[src/rtl/adc_sample_averager.sv]
// Block averager for sign-magnitude ADC samples: accumulates 2^LOG2_N samples and emits one
// truncated-toward-zero mean per block over a valid/ready handshake.
module adc_sample_averager #(
  parameter int unsigned LOG2_N = 3
) (
  input  logic              clk,
  input  logic              rst_n,
  input  logic              clear,
  input  logic [15:0]       sample_in,
  input  logic              sample_valid,
  output logic              sample_ready,
  output logic [15:0]       adc_data,
  output logic              adc_valid,
  input  logic              adc_ready,
  output logic [LOG2_N-1:0] block_cnt
);

  localparam int unsigned AccW = 16 + LOG2_N;

  typedef enum logic [1:0] {StAccum, StDiv, StHold} state_e;

  state_e                  state_q, state_d;
  logic signed [AccW-1:0]  acc_q, acc_d;
  logic [LOG2_N-1:0]       cnt_q, cnt_d;
  logic [15:0]             data_q, data_d;
  logic                    valid_q, valid_d;

  logic signed [AccW-1:0]  mag_ext;
  logic signed [AccW-1:0]  sample_val;
  logic signed [AccW-1:0]  abs_sum;
  logic [AccW-1:0]         mean_w;
  logic [14:0]             mean_mag;
  logic                    mean_sign;
  logic                    unused_mean;

  // Negative zero needs no special case: negating a zero magnitude yields zero.
  assign mag_ext    = {{(AccW-15){1'b0}}, sample_in[14:0]};
  assign sample_val = sample_in[15] ? -mag_ext : mag_ext;

  // |sum| / 2^LOG2_N always fits in 15 bits, so the upper bits are dropped.
  assign abs_sum     = acc_q[AccW-1] ? -acc_q : acc_q;
  assign mean_w      = $unsigned(abs_sum) >> LOG2_N;
  assign mean_mag    = mean_w[14:0];
  assign mean_sign   = acc_q[AccW-1] && (mean_mag != 15'd0);
  assign unused_mean = ^mean_w[AccW-1:15];

  always_comb begin
    state_d = state_q;
    acc_d   = acc_q;
    cnt_d   = cnt_q;
    data_d  = data_q;
    valid_d = valid_q;
    if (clear) begin
      state_d = StAccum;
      acc_d   = '0;
      cnt_d   = '0;
      valid_d = 1'b0;
    end else begin
      unique case (state_q)
        StAccum: begin
          if (sample_valid) begin
            acc_d = acc_q + sample_val;
            cnt_d = cnt_q + LOG2_N'(1);
            if (cnt_q == '1) state_d = StDiv;
          end
        end
        StDiv: begin
          data_d  = {mean_sign, mean_mag};
          valid_d = 1'b1;
          state_d = StHold;
        end
        StHold: begin
          if (adc_ready) begin
            valid_d = 1'b0;
            acc_d   = '0;
            state_d = StAccum;
          end
        end
        default: state_d = StAccum;
      endcase
    end
  end

  always_ff @(posedge clk or negedge rst_n) begin
    if (!rst_n) begin
      state_q <= StAccum;
      acc_q   <= '0;
      cnt_q   <= '0;
      data_q  <= 16'h0000;
      valid_q <= 1'b0;
    end else begin
      state_q <= state_d;
      acc_q   <= acc_d;
      cnt_q   <= cnt_d;
      data_q  <= data_d;
      valid_q <= valid_d;
    end
  end

  assign sample_ready = (state_q == StAccum);
  assign adc_data     = data_q;
  assign adc_valid    = valid_q;
  assign block_cnt    = cnt_q;

endmodule

[config.mk]
export PLATFORM = sky130hd
export DESIGN_NAME = adc_sample_averager
export DESIGN_NICKNAME = d
export VERILOG_FILES = /design/src/rtl/adc_sample_averager.sv
export SDC_FILE = /design/constraint.sdc
export NUM_CORES = 1
export LEC_CHECK = 0
export ABC_AREA = 1
export BUFFER_PORTS_ARGS = -buffer_cell sky130_fd_sc_hd__buf_4
export CELL_PAD_IN_SITES_DETAIL_PLACEMENT = 1
export CELL_PAD_IN_SITES_GLOBAL_PLACEMENT = 2
export CORE_MARGIN = 2
export CORE_UTILIZATION = 32
export DETAILED_ROUTE_END_ITERATION = 10
export HOLD_SLACK_MARGIN = 0.02
export PLACE_DENSITY = 0.83
export SYNTH_ARGS = -nofsm -noshare
export SYNTH_HDL_FRONTEND = slang
export SYNTH_SLANG_ARGS = --single-unit
[constraint.sdc]
create_clock -name clk -period 2 [get_ports clk]
set_input_delay 0.3 -clock clk [delete_from_list [all_inputs] [get_ports clk]]
set_output_delay 0.3 -clock clk [all_outputs]
set_load 0.02 [all_outputs]
* Word level (Yosys, flattened, before mapping) *
Index checks and enable logic that the tools add are counted.

storage, ports and cells
  bits in registers = 41
  latch bits = 0
  RAM bits = 0
  ROM bits = 0
  input bits = 21
  output and inout bits = 21
  logic and storage cells = 45
  memories kept = 0

operators by class
  add/subtract/negate cells = 4
  multiply operators = 0
  divide/modulo/power cells = 0
  order comparisons = 0
  equality and inequality tests = 6
  shifts and indexed selects = 0
  muxes and demuxes = 17
  bitwise operators = 1
  reductions and logical operators = 12

operators by type and width
  kind                   number
  $mux W19               4
  $pmux W19 S2           1
  $add A19 B19 Y19       1
  $neg A15 Y19           1
  $mux W18               1
  $neg A18 Y18           1
  $reduce_bool A15 Y1    1
  $mux W3                3
  $mux W2                4
  $ne A3 B3 Y1 const B   2
  $pmux W2 S3            1
  $reduce_and A2 Y1      3
  $reduce_and A3 Y1      2
  $reduce_bool A3 Y1     2
  $reduce_bool A2 Y1     2
  $add A3 B1 Y3 const B  1
  $eq A3 B3 Y1 const B   1
  $ne A3 B2 Y1 const B   1
  $eq A2 B1 Y1 const B   1
  $eq A2 B2 Y1 const B   1
  $logic_not A2 Y1       1
  $mux W1                2
  $pmux W1 S2            1
  $logic_and A1 B1 Y1    1
  $not A1 Y1             1

* Logic depth before layout (Yosys ltp) *
  word-level depth = 6
  mapped depth = 19
  depth with buffers taken out = 19

* Worst setup path before layout *
No wires, ideal clock.

  path type = in2reg
  from = input sample_in[0]
  to = register acc_q[18]
  arrival = 2.176 ns
  required time = 1.883 ns
  path slack = -0.294 ns
  stages = 16
  path through = inv_2 -> nand3_1 -> nor3_2 -> nand2_1 -> nor3_2 -> nand2_1 -> o21ai_2 -> xor2_1 -> ha_1 -> a21oi_1 -> o21a_1 -> nor2_1 -> nor3_1 -> nand3_1 -> nand3_1 -> nand2_1

on the way
  cells in the longest elaborated chain, start to end = 6

ends and longest elaborated chain
  what                    line  source
  start: declaration      9     input logic [15:0] sample_in,
  $neg A15 Y19            38    assign sample_val = sample_in[15] ? -mag_ext : mag_ext;
  $mux W19 (*)            38
  $add A19 B19 Y19 (*)    62    acc_d = acc_q + sample_val;
  $mux W19 (*)            61    if (sample_valid) begin
  $pmux W19 S2 (*)        59    unique case (state_q)
  $mux W19 (*)            53    if (clear) begin
  end signal: assignment  87    acc_q <= '0;
  end signal: assignment  93    acc_q <= acc_d;
  end: declaration        23    logic signed [AccW-1:0] acc_q, acc_d;

Every way passes the cells marked *; elsewhere a longest branch is shown, timed or not. The select of a mux whose other input is x is not followed.
A chain may end at the register's enable or synchronous reset.

* Final worst setup path *
  from = input sample_in[0]
  to = register acc_q[17]

The elaborated chain is that of the path after synthesis.

==> results.py <==
metrics = {
    "status": {
        "status": "finished, violations left",
        "violations": "negative setup slack",
    },
    "sta": {
        "fin_ws_ps": -431,
        "max_freq_ghz": 0.411,
        "rsz0062_at_grt": "yes",
        "hold_violations": 0,
        "worst_pin_slew_ps": 582,
        "fin_crit_ps": 2430,
        "drv_slew": 0,
        "relSlewSlack_pct": 61.2,
        "finalCritPeriodShare_pct": 122,
        "holdWs_ps": 261,
        "clock-skew-final_ps": 17.1,
        "setup_viol": 14,
    },
    "detailed_routing": {
        "vias": 3875,
        "wl_per_cell_um": 16.8,
        "vias_per_cell": 5.00,
        "drc": 0,
        "wirelength_mm": 13.0,
        "dr.pass1.iters": 4,
        "drtIter0Drc": 172,
        "antenna_left": 0,
    },
    "final_layout": {
        "nets": 681,
        "area_growth_pct": 57.2,
        "seq_area_um2": 1030,
        "multi_input_area_um2": 2690,
        "post-route-util_pct": 51.5,
        "diodes": 0,
        "num-fill-cells": 1294,
        "drive_gt1_share_pct": 41.8,
    },
    "grt": {
        "grt_pass1_wl_mm": 18.7,
        "antenna_found_initial": 0,
        "grt_overflow": 0,
        "grtUsageTotal_pct": 20.1,
        "grt_max_degree": 42,
        "grt_pass1_vias": 3981,
    },
    "hold_path": {
        "hold_path_end": "state_q[1]$_DFFE_PN0P_",
        "min_path_cells": 4,
        "hold_class": "in -> reg",
        "min_from": "adc_ready",
    },
    "clock_network": {
        "cts.clk_slew.worst_paths_ps": 90,
        "clk_latency_ps": 300,
        "cts_made_buffers": 5,
        "cts_buffer_depth": 2,
        "htreeDepth": 2,
        "clockRootBuffer": "clkbuf_8",
        "cts_tree": "yes",
        "cts_sinks": 41,
    },
    "setup_path": {
        "cp_data_required_time_ps": 2220,
        "timing_worst_setup_path_type": "in -> reg",
        "critPathMaxFanout": 4,
        "worstSetupStartpointType": "input port",
        "timing.rr.end": "acc_q[14]$_DFFE_PN0P_",
        "r2r_cells": 10,
        "crit_arrival_ps": 2650,
        "endpoint_kind": "flip-flop",
        "r2r_slack_ps": -60,
        "r2r_start": "acc_q[7]$_DFFE_PN0P_",
    },
    "synthesis": {
        "synth_area_per_cell_um2": 6.66,
        "ys_ff_latch": 41,
        "syn-num-nets": 548,
        "yosys_warnings": 0,
        "synth_flop_cell": "dfrtp_1",
        "synth.distinct_cells": 37,
        "ys_seq_area_share_pct": 30.5,
        "async_flop_share_pct": 100,
        "syn_area_um2": 3360,
        "syn_inst": 505,
        "synth-edff-count": 0,
    },
    "job": {
        "drv_cap": 0,
    },
    "power": {
        "powerDensity_nw_per_um2": 829,
        "power_w": 0.00439,
        "seqPwrFrac_pct": 24.5,
        "p_clk_share_pct": 16.1,
        "comb_power_share_pct": 59.4,
        "ir_drop_uv": 354,
        "p_int_w": 0.00248,
        "switching_share_pct": 43.5,
        "switchingPower_w": 0.00191,
        "p_leak_nw": 2.65,
    },
    "placed_design": {
        "hpwl_mm": 8.62,
        "dp_slack_ps": -698,
        "io_buffers": 41,
        "gp_congestion": 0.941,
    },
    "floorplanning": {
        "core_area_um2": 10300,
        "pin_count": 42,
        "rows": 37,
        "die_area_um2": 11300,
        "die_w_um": 107,
        "start_util_pct": 32.7,
        "die_y_um": 107,
    },
}
registers in the layout, indices dropped and copies added, names as in the netlist:
signal,cells
acc_q,19
block_cnt,3
adc_data,16
state_q,2
adc_valid,1
critical path, cell delays in order:
cell     delay [ps]
buf_12          110
inv_12           50
nand3_4          80
nor3_4          130
nand2_2         100
nor3_4          160
nand2_2         100
o21ai_4         180
xor2_1           90
ha_1            370
buf_4           140
buf_6            90
nand4_1         140
nor3_2          150
nand2_1         150
nand3_1         100
nand2_1          60
o21ai_1         150
cells by family (layout without fill, tap and decap cells):
kind of cell	Yosys count	after routing	share of synthesized area, %
adders and majority gates	22	22	8.40
AOI/OAI and AO/OA	87	87	14.8
xor gates and xnor gates	19	19	4.95
buffers and inverters	60	194	6.92
and+or+nand+nor	276	276	34.4
DFF	41	41	30.5
metal layers:
metal / share of wire, % / wire length, um / global-route usage [%]
met5: 0 / 0 / 0
met1: 44 / 5700 / 26.9
met3: 2.6 / 332 / 2.08
met2: 51 / 6690 / 34.6
met4: 2.1 / 276 / 5.19
cell usage in the layout, fill, tap and decap left out, types with 12 or more instances in the layout:
cell and count:
dfrtp_1 40, buf_4 119, o21ai_0 18, nand3_1 27, a21oi_2 15, inv_2 12
inv_1 37, nor2_1 45, nand2_1 136, ha_1 12, nand2_2 24, o21ai_1 16
power groups by stage:
stage	registers, W	clock network [W]	logic [W]
floorplan	0.00104	0	0.00111
global placement	0.00107	0	0.00179
detailed placement	0.00107	0	0.00185
CTS	0.00106	0.000711	0.00208
global route	0.00109	0.000743	0.00283
finish	0.00108	0.000706	0.00260
repair_timing:
action,CTS,global route
resized for setup,55,96
pin swaps,28,44
endpoints found under the setup margin,14,15
hold buffers,1,0
endpoints found under the hold margin,41,0
cloned,0,0
buffers inserted,15,11
synth_stat cells, types with 3 or more instances:
cell type	instances	area [um2]
dfrtp_1	41	1030
o22ai_1	8	50.1
ha_1	21	263
xnor2_1	3	26.3
nand2_1	163	612
nor2_1	60	225
clkbuf_1	3	11.3
nor3_2	3	30.0
nand4_1	3	18.8
o21ai_0	27	135
o21ai_1	12	60.1
xor2_1	16	140
a21oi_1	25	125
nand3_1	33	165
buf_2	3	15.0
a21o_1	4	30.0
inv_2	12	45.0
inv_1	41	154
worst max path at each step:
stage	from	end	slack [ps]	cells after the start
CTS	sample_in[0]	acc_q[16]$_DFFE_PN0P_	-250	17
finish	sample_in[0]	acc_q[17]$_DFFE_PN0P_	-430	18
floorplan	sample_in[0]	acc_q[18]$_DFFE_PN0P_	-240	16
global route	sample_in[0]	acc_q[17]$_DFFE_PN0P_	-580	18
global placement	sample_in[0]	acc_q[18]$_DFFE_PN0P_	-620	17
detailed placement	sample_in[0]	acc_q[18]$_DFFE_PN0P_	-700	17
layout make-up:
type	count	area share, %
Multi-Input combinational cell	404	50.8
Clock inverter	1	0.568
Clock buffer	7	1.63
Tap cell	136	3.22
Timing Repair Buffer	133	20.1
Sequential cell	41	19.4
Inverter	53	4.33
through the flow:
stage / area [um2] / TNS [ps] / cells
4_1_cts: 4810 / -1990 / 767
3_5_place_dp: 4380 / -8100 / 743
5_1_grt: 5290 / -4440 / 775
6_report: 5290 / -3010 / 775
2_1_floorplan: 3420 / -1030 / 505
3_3_place_gp: 4380 / -6870 / 743
Power figures use the tool's default switching activity.
